--- src/rtl/cra_pkg.sv ---
// Shared constants for the registered carry-ripple adder
// and the byte-wide operand-entry controller above it.
package cra_pkg;

   localparam int CRA_WIDTH = 32;
   localparam int CRA_BYTES = CRA_WIDTH / 8;

endpackage

--- src/rtl/carry_ripple_adder_full_adder.sv ---
// Single-bit full-adder cell, purely combinational.
// Ports: a, b, cin -> s (sum bit), cout (carry out).
module full_adder (
   input  logic a,
   input  logic b,
   input  logic cin,
   output logic s,
   output logic cout
);

   assign s    = a ^ b ^ cin;
   assign cout = (a & b) | (a & cin) | (b & cin);

endmodule

--- src/rtl/carry_ripple_adder.sv ---
// Registered WIDTH-bit ripple adder: {cout,sum} <= a + b + cin on in_valid.
// Ports: clk, rst (sync, active-high), a, b, cin, in_valid -> sum, cout,
// out_valid, and ovf (signed overflow) when CRA_OVERFLOW_EN is defined.
module carry_ripple_adder
   import cra_pkg::*;
#(
   parameter int WIDTH = CRA_WIDTH
) (
   input  logic             clk,
   input  logic             rst,
   input  logic [WIDTH-1:0] a,
   input  logic [WIDTH-1:0] b,
   input  logic             cin,
   input  logic             in_valid,
   output logic [WIDTH-1:0] sum,
   output logic             cout,
`ifdef CRA_OVERFLOW_EN
   output logic             ovf,
`endif
   output logic             out_valid
);

   logic [WIDTH:0]   c;
   logic [WIDTH-1:0] s;

   logic [WIDTH-1:0] sum_d, sum_q;
   logic             cout_d, cout_q;
   logic             out_valid_d, out_valid_q;

   assign c[0] = cin;

   // Carry chain: cell i consumes c[i] and produces c[i+1].
   for (genvar i = 0; i < WIDTH; i++) begin : g_fa
      full_adder u_fa (
         .a   (a[i]),
         .b   (b[i]),
         .cin (c[i]),
         .s   (s[i]),
         .cout(c[i+1])
      );
   end

   always_comb begin
      sum_d       = sum_q;
      cout_d      = cout_q;
      out_valid_d = 1'b0;
      if (in_valid) begin
         sum_d       = s;
         cout_d      = c[WIDTH];
         out_valid_d = 1'b1;
      end
   end

   always_ff @(posedge clk) begin
      if (rst) begin
         sum_q       <= '0;
         cout_q      <= 1'b0;
         out_valid_q <= 1'b0;
      end else begin
         sum_q       <= sum_d;
         cout_q      <= cout_d;
         out_valid_q <= out_valid_d;
      end
   end

   assign sum       = sum_q;
   assign cout      = cout_q;
   assign out_valid = out_valid_q;

`ifdef CRA_OVERFLOW_EN
   logic ovf_d, ovf_q;

   // Signed overflow: carry into the MSB differs from carry out of it.
   always_comb begin
      ovf_d = ovf_q;
      if (in_valid) begin
         ovf_d = c[WIDTH] ^ c[WIDTH-1];
      end
   end

   always_ff @(posedge clk) begin
      if (rst) begin
         ovf_q <= 1'b0;
      end else begin
         ovf_q <= ovf_d;
      end
   end

   assign ovf = ovf_q;
`endif

endmodule

--- config.mk ---
export PLATFORM = sky130hd
export DESIGN_NAME = carry_ripple_adder
export DESIGN_NICKNAME = d
export VERILOG_FILES = /design/src/rtl/cra_pkg.sv /design/src/rtl/carry_ripple_adder_full_adder.sv /design/src/rtl/carry_ripple_adder.sv
export SDC_FILE = /design/constraint.sdc
export NUM_CORES = 1
export LEC_CHECK = 0
export CAP_MARGIN = 20
export CORE_MARGIN = 1
export CORE_UTILIZATION = 47
export CTS_BUF_LIST = sky130_fd_sc_hd__clkbuf_2
export CTS_CLUSTER_SIZE = 14
export DETAILED_ROUTE_END_ITERATION = 8
export DONT_BUFFER_PORTS = 1
export SETUP_SLACK_MARGIN = 0.5
export SLEW_MARGIN = 30
export SYNTH_ARGS = -nofsm -noshare
export SYNTH_HDL_FRONTEND = slang
export SYNTH_SLANG_ARGS = --single-unit
--- constraint.sdc ---
create_clock -name clk -period 24.6 [get_ports clk]
set_clock_uncertainty 0.2 [all_clocks]
set_input_delay 4.92 -clock clk [delete_from_list [all_inputs] [get_ports clk]]
set_output_delay 4.92 -clock clk [all_outputs]
set_load 0.005 [all_outputs]
==> summary.log <==
INFO  clock_network  numCtsBuffers=5
INFO  critical_path  cp_common_cell=fa_1
INFO  logic_synthesis yosysWarningCount=0
INFO  routing        detailed_routing_iterations_pass_1=4
INFO  sta            fin_crit_sh=71.7%
INFO  sta            tns=0ps
INFO  layout         final_util=50.5%
INFO  routing        wl=2980µm
INFO  logic_synthesis synth-xor-area-share=0%
INFO  logic_synthesis synth_compound_area_share=1.45%
INFO  grt            grt.overflow.total=0
INFO  logic_synthesis mappedNetlistNets=248
INFO  layout         layout.area.seq=681µm²
INFO  placed_design  buffer_ports.inserted=0
INFO  logic_synthesis synth.area.mux_share=15.8%
INFO  power          pwr_density_cell=58.1mW/mm²
INFO  grt            antenna_found_initial=0
INFO  sta            rsz0062_at_grt=no
INFO  sta            maximum_clock_rate=0.0567GHz
INFO  clock_network  number_of_buffers_added_to_fix_hold_violations_after_cts=0
INFO  layout         layout_overhead_on_the_synthesized_area=0.330%
INFO  clock_network  clockRootBuffer=clkbuf_2
INFO  floorplan      floorplan.initialDensity=50.3%
INFO  critical_path  criticalPathCategory=primary input to flop
INFO  critical_path  cp_num_buf_inv=3
INFO  grt            grtUsageTotal=14.8%
INFO  clock_network  tritoncts=built
INFO  outcome        status=completed
INFO  floorplan      die_x=65.5µm
INFO  hold_path      holdCritStartpoint=sum[0]
INFO  sta            final-max-slew-violation-count=0
INFO  layout         nFillCells=338
INFO  placed_design  routabilityCongestion=0.650
INFO  routing        route.detailed.drc=0
INFO  floorplan      std_cell_rows=22
INFO  logic_synthesis dominant_combinational_cell_family_by_area_after_synthesis=adder cells
INFO  logic_synthesis number_of_instances_in_the_synthesized_netlist=148
INFO  logic_synthesis syn_area=0.00190mm²
INFO  hold_path      min_delay_worst_endpoint=sum[0]
INFO  sta            worstMarginPinSlew=187ps
INFO  sta            slew_headroom=87.5%
INFO  critical_path  destination_of_the_worst_register_to_register_timing_path=sum[31]
INFO  clock_network  cts-resized-gates=0
INFO  critical_path  cp.arrival=17720ps
INFO  floorplan      coreArea=0.00377mm²
INFO  logic_synthesis synth_cell_type_count=13
INFO  routing        route.vias.total=1026
INFO  layout         antenna_cells=0
INFO  critical_path  cp_slowest_cell=fa_1
INFO  routing        detailedRoute.firstIterationViolations=37
INFO  clock_network  cts.path.max_buffers=2
INFO  power          fin_total_pwr=0.000111W
INFO  grt            via_count_of_the_first_global_routing_pass=1030
INFO  placed_design  pre_cts_ws=6560ps
INFO  sta            minimum_period_implied_by_the_final_worst_setup_slack=17630ps
INFO  placed_design  dp.final_hpwl=2380µm
INFO  critical_path  timing.critical_path.fanout_max=1
INFO  sta            final-setup-viol-count=0
INFO  grt            global_route_wire_length_before_repair=4660µm
INFO  placed_design  place.detailed.instances=188
INFO  sta            hold_viol=0
INFO  clock_network  post_cts_buffers=0
INFO  logic_synthesis post_synthesis_mean_instance_area=12.8µm²
INFO  logic_synthesis seq_area_frac_synth=35.9%
INFO  logic_synthesis synth.ff_latch_count=34
INFO  routing        post_drt_via_cell_ratio=5.26
INFO  layout         finalNetCount=247
INFO  routing        detail-route-antenna-nets=0
INFO  critical_path  worstReg2RegStart=sum[31]
INFO  layout         post_layout_cell_count=195
INFO  floorplan      io_pins=102
INFO  critical_path  timing.critical_path.slowest_cell_delay=420ps
INFO  clock_network  later_pin_clock_latency_in_the_skew_report=340ps
INFO  critical_path  crit_family=adder cells
INFO  logic_synthesis simple_gate_share_of_the_synthesized_area=6.99%
INFO  hold_path      min_path_cells=2
INFO  layout         multi_input_area=0.00110mm²
INFO  routing        wl_per_cell=15.3µm
INFO  power          total_leakage_power=0.825nW
INFO  critical_path  critical_path_required=24690ps
INFO  critical_path  timing.critical_path.from_type=primary input
INFO  power          power.ir.vdd_worst=0.0000266V
INFO  clock_network  h-tree-depth=2
INFO  critical_path  rrSetupSlack=23680ps
INFO  critical_path  reg2regPathDepth=2
INFO  grt            grt_start_max_net_pins=38
INFO  floorplan      die_height=65.5µm
INFO  clock_network  tritoncts_num_sinks=34
INFO  critical_path  critPathCaptureType=flop
INFO  sta            timing.final.ws_setup=6970ps
INFO  layout         layout-drive-gt1-share=6.12%
INFO  flow_run       maxCapViolCount=0
INFO  logic_synthesis yosys.area_share.adder=33.8%
INFO  critical_path  critical_path_depth=36
INFO  clock_network  clkTransAtPathRegs=160ps
INFO  floorplan      design.die.area=0.00429mm²
INFO  hold_path      hold_path.class=flop to flop
-- layout by cell type (no fill, tap or decap) --
master,Yosys,final
dfxtp_1,34,34
nor2_1,32,32
a211oi_1,2,2
inv_1,7,7
mux2i_1,30,30
fa_1,32,32
nor2b_1,1,1
nor2_2,1,1
a211oi_2,1,1
clkbuf_2,0,7
-- per-layer routing --
layer  GRT usage [%]  share of wire [%]  up-vias
li1                -                  -      469
met1            15.4                 36      490
met2            25.1                 50       62
met3            7.12                 12        5
met4            6.25                1.4        0
met5               0                  0        -
-- flip-flops by register name, indices dropped and copies added (netlist names) --
name and flops:
cout 1, out_valid 1, sum 32
-- power by group --
| part | internal (W) | switching (W) |
|---|---|---|
| logic | 0.0000116 | 0.00000899 |
| registers | 0.0000612 | 0.00000454 |
| clock network | 0.00000742 | 0.0000168 |
| total | 0.0000802 | 0.0000303 |
-- through the flow --
stage,hold WS (ps),cell area (µm²)
detailed placement,300,1870
finish,317,1900
floorplan,278,1900
global route,348,1900
CTS,321,1900
global placement,292,1870
-- synth_stat cells (all sizes together) --
master  count  area (µm²)
nor2       33         126
fa         32         641
buf         6        81.3
dfxtp      34         681
nor2b       1        6.26
mux2i      30         300
inv         7        26.3
a211oi      3        27.5
clkbuf      2        7.51
-- cell families after synthesis --
kind of cell	count (synthesis)
AND/OR/NAND/NOR	34
flip-flops	34
adder cells (fa/ha/maj)	32
multiplexers	30
buffers and inverters	15
AO/OA/AOI/OAI	3
-- worst max path at each step --
stage	from	to	slack, ps
finish	a[0]	sum[31]	6970
global route	a[0]	sum[31]	6550
CTS	a[0]	sum[31]	6930
detailed placement	a[0]	sum[31]	6560
global placement	a[0]	sum[31]	6760
floorplan	a[0]	sum[31]	7110
-- cell type report --
type / instances / share of cell area (%)
clock buffer: 7 / 1.84
inverter: 7 / 1.38
multi-input combinational: 99 / 57.9
sequential: 34 / 35.8
tap: 48 / 3.16
-- worst reg2reg max path, cell delays in order, from the launching register on --
cell,delay [ps]
dfxtp_1,410
nor2_2,60
a211oi_2,180
No activity file was read; power rests on OpenSTA's default activity.
